### src/rtl/mem_responder.sv
// Memory-side responder: captures instruction-read, data-read and data-write requests
// in one batch, serialises them onto a single req/ack backing bus, and returns tagged read results.
module mem_responder #(
    parameter int unsigned TIMEOUT  = 256,
    parameter logic [31:0] ERR_DATA = 32'hDEAD_BEEF
) (
    input  logic        CLK,
    input  logic        RST,
    input  logic        INST_RDEN,
    input  logic [31:0] INST_RIADDR,
    output logic [31:0] INST_ROADDR,
    output logic        INST_RVALID,
    output logic [31:0] INST_RDATA,
    input  logic        DATA_RDEN,
    input  logic [31:0] DATA_RIADDR,
    output logic [31:0] DATA_ROADDR,
    output logic        DATA_RVALID,
    output logic [31:0] DATA_RDATA,
    input  logic        DATA_WREN,
    input  logic [31:0] DATA_WADDR,
    input  logic [31:0] DATA_WDATA,
    output logic        MEM_WAIT,
    output logic        MEM_REQ,
    output logic        MEM_WE,
    output logic [31:0] MEM_ADDR,
    output logic [31:0] MEM_WDATA,
    input  logic        MEM_ACK,
    input  logic [31:0] MEM_RDATA,
    output logic        BUS_ERR
);

    typedef enum logic [1:0] {S_IDLE, S_BUSY, S_RESP} state_t;

    state_t      state_q, state_d;
    logic        w_vld_q, w_vld_d, dr_vld_q, dr_vld_d, ir_vld_q, ir_vld_d;
    logic [31:0] w_addr_q, w_addr_d, w_data_q, w_data_d;
    logic [31:0] dr_addr_q, dr_addr_d, ir_addr_q, ir_addr_d;
    logic        dr_rd_q, dr_rd_d, ir_rd_q, ir_rd_d;
    logic        err_q, err_d;
    logic [31:0] timer_q, timer_d;
    logic [31:0] dr_res_q, dr_res_d, ir_res_q, ir_res_d;
    logic [31:0] data_rdata_q, data_rdata_d, data_roaddr_q, data_roaddr_d;
    logic [31:0] inst_rdata_q, inst_rdata_d, inst_roaddr_q, inst_roaddr_d;
    logic        tmo_hit, slot_done;
    logic [31:0] rd_word;

    always_ff @(posedge CLK or negedge RST) begin
        if (!RST) begin
            state_q       <= S_IDLE;
            w_vld_q       <= 1'b0;
            dr_vld_q      <= 1'b0;
            ir_vld_q      <= 1'b0;
            w_addr_q      <= '0;
            w_data_q      <= '0;
            dr_addr_q     <= '0;
            ir_addr_q     <= '0;
            dr_rd_q       <= 1'b0;
            ir_rd_q       <= 1'b0;
            err_q         <= 1'b0;
            timer_q       <= '0;
            dr_res_q      <= '0;
            ir_res_q      <= '0;
            data_rdata_q  <= '0;
            data_roaddr_q <= '0;
            inst_rdata_q  <= '0;
            inst_roaddr_q <= '0;
        end else begin
            state_q       <= state_d;
            w_vld_q       <= w_vld_d;
            dr_vld_q      <= dr_vld_d;
            ir_vld_q      <= ir_vld_d;
            w_addr_q      <= w_addr_d;
            w_data_q      <= w_data_d;
            dr_addr_q     <= dr_addr_d;
            ir_addr_q     <= ir_addr_d;
            dr_rd_q       <= dr_rd_d;
            ir_rd_q       <= ir_rd_d;
            err_q         <= err_d;
            timer_q       <= timer_d;
            dr_res_q      <= dr_res_d;
            ir_res_q      <= ir_res_d;
            data_rdata_q  <= data_rdata_d;
            data_roaddr_q <= data_roaddr_d;
            inst_rdata_q  <= inst_rdata_d;
            inst_roaddr_q <= inst_roaddr_d;
        end
    end

    always_comb begin
        state_d       = state_q;
        w_vld_d       = w_vld_q;
        dr_vld_d      = dr_vld_q;
        ir_vld_d      = ir_vld_q;
        w_addr_d      = w_addr_q;
        w_data_d      = w_data_q;
        dr_addr_d     = dr_addr_q;
        ir_addr_d     = ir_addr_q;
        dr_rd_d       = dr_rd_q;
        ir_rd_d       = ir_rd_q;
        err_d         = err_q;
        timer_d       = timer_q;
        dr_res_d      = dr_res_q;
        ir_res_d      = ir_res_q;
        data_rdata_d  = data_rdata_q;
        data_roaddr_d = data_roaddr_q;
        inst_rdata_d  = inst_rdata_q;
        inst_roaddr_d = inst_roaddr_q;
        MEM_REQ       = 1'b0;
        MEM_WE        = 1'b0;
        MEM_ADDR      = '0;
        MEM_WDATA     = '0;
        tmo_hit       = 1'b0;
        slot_done     = 1'b0;
        rd_word       = '0;

        if (state_q == S_BUSY) begin
            MEM_REQ = 1'b1;
            if (w_vld_q) begin
                MEM_WE    = 1'b1;
                MEM_ADDR  = w_addr_q;
                MEM_WDATA = w_data_q;
            end else if (dr_vld_q) begin
                MEM_ADDR = dr_addr_q;
            end else begin
                MEM_ADDR = ir_addr_q;
            end
            tmo_hit   = (TIMEOUT != 0) && !MEM_ACK && (timer_q == TIMEOUT - 1);
            slot_done = MEM_ACK || tmo_hit;
            rd_word   = tmo_hit ? ERR_DATA : MEM_RDATA;
            if (slot_done) begin
                timer_d = '0;
                if (tmo_hit) err_d = 1'b1;
                if (w_vld_q) begin
                    w_vld_d = 1'b0;
                end else if (dr_vld_q) begin
                    dr_vld_d = 1'b0;
                    dr_res_d = rd_word;
                end else begin
                    ir_vld_d = 1'b0;
                    ir_res_d = rd_word;
                end
                // Result ports only move on RESP entry so they hold while RVALID is low.
                if (!w_vld_d && !dr_vld_d && !ir_vld_d) begin
                    state_d = S_RESP;
                    if (dr_rd_q) begin
                        data_rdata_d  = dr_res_d;
                        data_roaddr_d = dr_addr_q;
                    end
                    if (ir_rd_q) begin
                        inst_rdata_d  = ir_res_d;
                        inst_roaddr_d = ir_addr_q;
                    end
                end
            end else begin
                timer_d = timer_q + 32'd1;
            end
        end else begin
            w_vld_d  = DATA_WREN;
            dr_vld_d = DATA_RDEN;
            ir_vld_d = INST_RDEN;
            dr_rd_d  = DATA_RDEN;
            ir_rd_d  = INST_RDEN;
            timer_d  = '0;
            if (DATA_WREN) begin
                w_addr_d = DATA_WADDR;
                w_data_d = DATA_WDATA;
            end
            if (DATA_RDEN) dr_addr_d = DATA_RIADDR;
            if (INST_RDEN) ir_addr_d = INST_RIADDR;
            if (state_q == S_RESP) err_d = 1'b0;
            state_d = (DATA_WREN || DATA_RDEN || INST_RDEN) ? S_BUSY : S_IDLE;
        end
    end

    assign MEM_WAIT    = (state_q == S_BUSY);
    assign INST_RVALID = (state_q == S_RESP) && ir_rd_q;
    assign DATA_RVALID = (state_q == S_RESP) && dr_rd_q;
    assign BUS_ERR     = (state_q == S_RESP) && err_q;
    assign INST_RDATA  = inst_rdata_q;
    assign INST_ROADDR = inst_roaddr_q;
    assign DATA_RDATA  = data_rdata_q;
    assign DATA_ROADDR = data_roaddr_q;

endmodule
### config.mk
export PLATFORM = sky130hd
export DESIGN_NAME = mem_responder
export DESIGN_NICKNAME = d
export VERILOG_FILES = /design/src/rtl/mem_responder.sv
export SDC_FILE = /design/constraint.sdc
export NUM_CORES = 1
export LEC_CHECK = 0
export ABC_AREA = 1
export BUFFER_PORTS_ARGS = -buffer_cell sky130_fd_sc_hd__clkbuf_2
export CORE_ASPECT_RATIO = 0.6
export CORE_MARGIN = 1
export CORE_UTILIZATION = 45
export DETAILED_ROUTE_END_ITERATION = 10
export PLACE_DENSITY = 0.65
export SYNTH_ARGS = -nofsm -noshare
export SYNTH_HDL_FRONTEND = slang
export SYNTH_SLANG_ARGS = --single-unit
### constraint.sdc
create_clock -name CLK -period 2 [get_ports CLK]
set_input_delay 0.3 -clock CLK [delete_from_list [all_inputs] [get_ports CLK]]
set_output_delay 0.3 -clock CLK [all_outputs]
set_load 0.05 [all_outputs]
==> metrics.txt, run 1 <==
status=finished, violations left; failing checks=setup timing; Yosys top cell by area=dfrtp_1; Mapped Nets=~2.1k; WHS=between 0.01 and 0.015 ns; Detailed Place HPWL=around 34,000 um; share of layout cells above drive strength 1=0.297; Worst-Margin Slew=approximately 0.47 ns; Routed wire per std cell=around 18 um; post-route design area=~22,000 sq um; initial drt markers=roughly 1.0k; Mapped Avg Cell Area=about 8.3 sq um; gr usage total=0.278; max cap viols=0; Final min period=between 2 and 2.5 ns; drt pass-1 iters=5; boundary pin count=~360; Layout Skew=between 0.01 and 0.015 ns; R2R setup slack=~0.080 ns; register area=approximately 9000 sq um; Synth area leaders=dfrtp_1 (55%), nand2_1 (19%), mux2_2 (4.3%); register area share after synthesis=0.551; FF+latch count, synth=360; CTS buffer count=37; Crit Path Category=flop to primary output; Worst Path Buf+Inv=5; delay-heaviest family, CP=buffers and inverters; GP Congestion=a little over 0.9; final worst slack=-0.246 ns; Slowest-stage cell, CP=dfrtp_1; Leakage=around 12 nW; Worst Hold Launch=DATA_WADDR[18]; placed insts=between 2k and 3k; vias in the first global route=between 10k and 15k; CTS max path bufs=3; initial core utilization=0.462; Die ar.=around 37,000 sq um; Die Height=approximately 150 um; Root Driver=clkbuf_16; Worst-path clk slew=~0.06 ns; # DRC=0; non-filler instance count after layout=just under 3k; WP data required=roughly 1.7 ns; Synth Cell Area=roughly 16,000 sq um; nets=2,570; Worst VDD drop=~1100 uV; Critical Path Max Stage Delay=around 0.40 ns; Post-DRT Antenna Nets=0; post-synth cell types=33; Clk Latency, worst-skew pair=approximately 0.52 ns; pin count of the biggest net entering global routing=67; crit-path most repeated cell=inv_1; Max Clk Rate=approximately 450 MHz; Power Density=between 1500 and 2000 nW/um^2; final wirelength=about 54,000 um; post-synth top area share=0.551; CORE AREA=35,400 sq um; grt ovf=0; Final Max Tran Viols=0; total power=44.6 mW; final setup violation count=65; crit path launch=dr_vld_q$_DFFE_PN0P_; via count=14.9k; Slew Limit Headroom=0.688; row count=53; Avg Vias per Cell=slightly above 5; crit end category=primary output; Hold Violations, Final=0; RSZ-0062 raised after global routing=true; Final Cycle Share=1.12; Core Util, Final=0.631; filler cell count=2,992; Syn Inst Count=approximately 2k; depth of the CTS H-tree=2; Area growth syn-to-layout=36.6%; port bufs=around 360; initial antenna violation count=1; crit path cell chain=inv_1, nor2_4, inv_4, buf_12, nor2_1, o21ai_2, inv_1, clkbuf_8; Hold Crit Class=primary input to flop; clk sinks=360; multi-input logic area=approximately 6600 sq um; die width=roughly 250 um; crit-path max FO=18; FF-to-FF Start=timer_q[8]$_DFF_PN0_; DP Area=about 19,000 sq um; startpoint types=flop; worst path arrival time=~2 ns; CTS tree=yes; first-pass GRT wire length=79,700 um; YS warnings=0
-- stage by stage --
stage	setup WS [ns]	setup TNS, ns
after CTS	-0.269	-9.75
after detailed placement	0.0253	0
final	-0.246	-8.77
after global placement	0.0725	0
after global routing	-0.350	-14.71
after floorplan	-0.102	-2.96
-- path summary, 6_finish.rpt --
path	to	cells after the start
max reg2reg	dr_res_q[30]$_DFFE_PN0P_	14
max in group asynchronous	w_addr_q[21]$_DFFE_PN0P_	3
min	w_addr_q[18]$_DFFE_PN0P_	2
max	MEM_ADDR[10]	8
min in group asynchronous	DATA_ROADDR[15]$_DFFE_PN0P_	2
min reg2reg	dr_res_q[24]$_DFFE_PN0P_	2
-- area by class of cell --
type                            instances  share of cell area
Antenna cell                            1            0.000112
Inverter                              171              0.0306
Clock buffer                           58              0.0504
Sequential cell                       360               0.403
Timing Repair Buffer                  499               0.193
Tap cell                              467              0.0262
Clock inverter                          7             0.00319
Multi-Input combinational cell       1334               0.293
-- kinds of logic (layout without fill, tap and decap cells) --
group,Yosys count,after routing,share of synthesized area
adders and majority gates,1,1,0.000765
and+or+nand+nor,1066,1066,0.254
AOI/OAI and AO/OA,184,184,0.0634
DFF,360,360,0.551
buffers and inverters,271,735,0.0764
xor gates and xnor gates,20,20,0.0107
muxes,63,63,0.0434
other,0,1,0
-- state kept, by name, summed over array words and instances (netlist names) --
register     flops
DATA_RDATA      32
INST_ROADDR     32
timer_q         32
ir_res_q        32
INST_RDATA      32
state_q          2
ir_rd_q          1
dr_res_q        32
ir_vld_q         1
err_q            1
DATA_ROADDR     32
dr_vld_q         1
dr_addr_q       32
w_data_q        32
w_addr_q        32
ir_addr_q       32
w_vld_q          1
dr_rd_q          1
-- cell usage in the layout, fill, tap and decap left out, drive strengths merged --
cell / n
nand2: 817
clkbuf: 377
dfrtp: 360
nor2: 191
inv: 170
buf: 152
o21ai: 93
a21oi: 69
mux2: 63
nand3: 34
dlygate4sd3: 27
o221ai: 21
xor2: 20
nor3: 19
nand4: 4
clkinvlp: 4
clkinv: 3
diode: 1
o31ai: 1
and3: 1
ha: 1
bufinv: 1
bufbuf: 1
-- metal layers --
| layer | routed length, um | track usage | vias up |
|---|---|---|---|
| li1 | - | - | 6964 |
| met1 | 23900 | 0.388 | 7256 |
| met2 | 24200 | 0.435 | 571 |
| met3 | 4200 | 0.0622 | 78 |
| met4 | 1170 | 0.0770 | 0 |
| met5 | 0 | 0 | - |
-- cell usage after synthesis --
cell type  number
nand2_1       814
dfrtp_1       360
nor2_1        186
inv_1         163
o21ai_0        73
a21oi_1        68
mux2_2         63
clkbuf_1       46
nand3_1        31
buf_6          22
o221ai_1       21
xor2_1         20
nor3_1         19
buf_2          12
o21ai_1        12
buf_4          10
buf_1           9
o21ai_2         8
inv_2           7
nand4_1         4
nand2_2         2
nand3_4         2
nor2_2          2
nor2_4          2
a21oi_2         1
and3_1          1
buf_8           1
ha_1            1
inv_4           1
nand2_4         1
nand3_2         1
nor2_8          1
o31ai_1         1
-- where the power goes --
| group | switching, mW | internal, mW | leakage, nW |
|---|---|---|---|
| sequential | 1.63 | 10.5 | 4.40 |
| clock | 2.95 | 4.00 | 0.579 |
| combinational | 16.9 | 8.70 | 6.84 |
| total | 21.4 | 23.2 | 11.8 |
-- repair_timing --
action                     in CTS  in global routing
hold endpoints to repair       66                  0
pin swaps                       7                 12
hold buffers                   27                  0
gates cloned                    8                 11
resized for setup             201                104
setup endpoints to repair      67                251
buffers inserted               10                 25
No activity file was read; power rests on OpenSTA's default activity.
==> run 2: changes to the inputs <==
- ABC_AREA: 1 -> not set
- PLACE_DENSITY: 0.65 -> 0.66
==> run 2 against run 1 <==
Against the previous run:
- the flow still finishes with violations (setup timing)
- worst hold slack gained 0.00066 ns
- routed wire length grew 2.9%
- cell area grew 9.2%
- largest cell class unchanged
- highest routed layer is now met5
==> metrics.txt, run 2 <==
post-synth cell types=43; antenna cells=0; Mapped Nets=approximately 1.4k; Avg Vias per Cell=5.63; DP Area=18,900 sq um; Setup WS pre-CTS=-0.146 ns; vias in the first global route=around 13k; Detailed Place HPWL=between 20,000 and 30,000 um; CTS buffer count=36; Hold Violations, Final=0; Final min period=~2.3 ns; first-pass GRT wire length=around 80,000 um; grt ovf=0; final setup violation count=a little under 300; count leader, synth=dfrtp_1; Post-synth EDFFs=0; clk sinks=360; Post-DRT Antenna Nets=0; Root Driver=clkbuf_16; Async SR Flop Fraction=1.00; Layout Skew=between 0.02 and 0.03 ns; CORE AREA=between 30,000 and 40,000 sq um; FF+latch count, synth=360; Core Util, Final=0.719; RSZ-0062 raised after global routing=true; Leakage=around 11 nW; max cap viols=0; startpoint types=flop; Area growth syn-to-layout=56.7%; Mapped Avg Cell Area=around 13 sq um; YS warnings=0; boundary pin count=364; final worst slack=-0.306 ns; Die ar.=roughly 35,000 sq um; crit-path max FO=7; failing checks=setup timing; pin count of the biggest net entering global routing=60; Synth Cell Area=approximately 16,000 sq um; row count=52; synth cell count leaders=dfrtp_1 (360), mux2_2 (142), nor2_1 (100), mux2i_1 (80), nand2_1 (49); Max Clk Rate=approximately 430 MHz; Final Cycle Share=1.15; initial antenna violation count=1; WP data required=2.41 ns; gr usage total=0.295; Crit Path Category=flop to flop; drt pass-1 iters=5; Worst VDD drop=between 1000 and 1500 uV; nets=roughly 2k; Final Max Tran Viols=0; Hold Crit Class=primary input to flop; Worst-Margin Slew=roughly 0.46 ns; post-route design area=~24,000 sq um; initial drt markers=about 940; Die Height=between 100 and 150 um; most frequent cells in the layout=dfrtp_1 (358), clkbuf_2 (294), mux2_2 (132); share of layout cells above drive strength 1=0.554; most common cell after layout, fill and taps aside=dfrtp_1; Yosys top cell by area=dfrtp_1; crit end category=flop; Worst-path clk slew=0.06 ns; die width=around 240 um; depth of the CTS H-tree=2; Post-synth top flop=dfrtp_1; register area share after synthesis=0.579; CTS tree=yes; status=finished, violations left; # DRC=0; Routed wire per std cell=roughly 24 um; Syn Inst Count=1,194; initial core utilization=0.459; Synth area leaders=dfrtp_1 (58%), mux2_2 (10%), mux2i_1 (5.1%); port bufs=roughly 360; worst path arrival time=~2.7 ns; via count=12.8k; CTS max path bufs=3; final wirelength=between 50,000 and 60,000 um; GP Congestion=between 0.8 and 0.9; Power Density=a little under 2000 nW/um^2; Slew Limit Headroom=0.695; Clk Latency, worst-skew pair=between 0.5 and 0.6 ns; post-synth top area share=0.579
run 2: changes by cell type after synthesis, sizes merged, moves of 73 or more:
cell and delta:
inv -166, mux2 +145, nand2 -768, mux2i +80, nor2 -89, o21ai -73
run 2: cell families after synthesis:
kind of cell,Yosys count,synth area share
compound gates,170,0.0835
flops,360,0.579
mux,288,0.209
buf+inv,85,0.0276
simple gates,259,0.0824
fa+ha+maj,2,0.00145
xor+xnor,30,0.0169
run 2: worst max-delay path: stages (launching register included):
cell and delay [ns]:
dfrtp_1 0.39, nor4_2 0.31, buf_4 0.16, nand4_1 0.08, buf_4 0.18, buf_6 0.12, o21a_4 0.21, nor2_4 0.18
clkbuf_16 0.22, mux2_4 0.32
run 2: per-layer routing:
| metal | up-vias | track usage | part of all wire | routed length, um |
|---|---|---|---|---|
| met5 | - | 0 | 0.00024 | 13 |
| li1 | 5522 | - | - | - |
| met3 | 109 | 0.0553 | 0.067 | 3690 |
| met1 | 6651 | 0.422 | 0.44 | 24100 |
| met4 | 2 | 0.0972 | 0.030 | 1630 |
| met2 | 529 | 0.457 | 0.47 | 25700 |
run 2: timing repair:
item                                    4_1_cts  5_1_grt
buffers inserted                             51       11
resized for setup                           278      186
pin swaps                                    54       62
gates cloned                                 29       13
endpoints found under the hold margin       137        1
hold buffers                                102        1
endpoints found under the setup margin      259      297
run 2: worst paths after layout:
check / cells after the start / endpoint / from / slack [ns]
setup / recovery: 9 / INST_RDATA[22]$_DFFE_PN0P_ / timer_q[24]$_DFF_PN0_ / -0.31
hold / removal: 2 / dr_addr_q[8]$_DFFE_PN0P_ / DATA_RIADDR[8] / 0.01
setup reg to reg: 9 / INST_RDATA[22]$_DFFE_PN0P_ / timer_q[24]$_DFF_PN0_ / -0.31
hold reg to reg: 1 / ir_res_q[31]$_DFFE_PN0P_ / ir_res_q[31]$_DFFE_PN0P_ / 0.49
max in group asynchronous: 3 / dr_res_q[1]$_DFFE_PN0P_ / RST / 0.97
min in group asynchronous: 2 / INST_RDATA[2]$_DFFE_PN0P_ / RST / 0.27
run 2: per-stage QoR:
step                      setup TNS, ns  hold WS [ns]  total power, mW  cells
after floorplan                  -0.152       0.00441             27.0   1194
after global placement           -14.37         0.252             32.6   2021
after detailed placement         -13.05         0.257             33.0   2021
after CTS                        -52.65     0.0000863             45.5   2267
after global routing             -71.70     0.0000951             49.0   2275
final                            -58.36        0.0142             47.4   2275
run 2: layout make-up:
| cell class | instances | area (sq um) |
|---|---|---|
| clock inverters | 11 | 170 |
| well taps | 459 | 574 |
| multi-input cells | 750 | 7350 |
| inverters | 5 | 26.3 |
| flip-flops and latches | 360 | 9010 |
| repair buffers | 637 | 6180 |
| clock buffers | 53 | 1060 |
| fillers | 2140 | 9520 |
run 2: report_power, final:
part           leakage (nW)  internal [mW]  switching (mW)
registers              4.24           10.6            2.43
clock network         0.611           4.22            2.97
logic                  6.39           11.7            15.5
total                  11.2           26.5            20.9
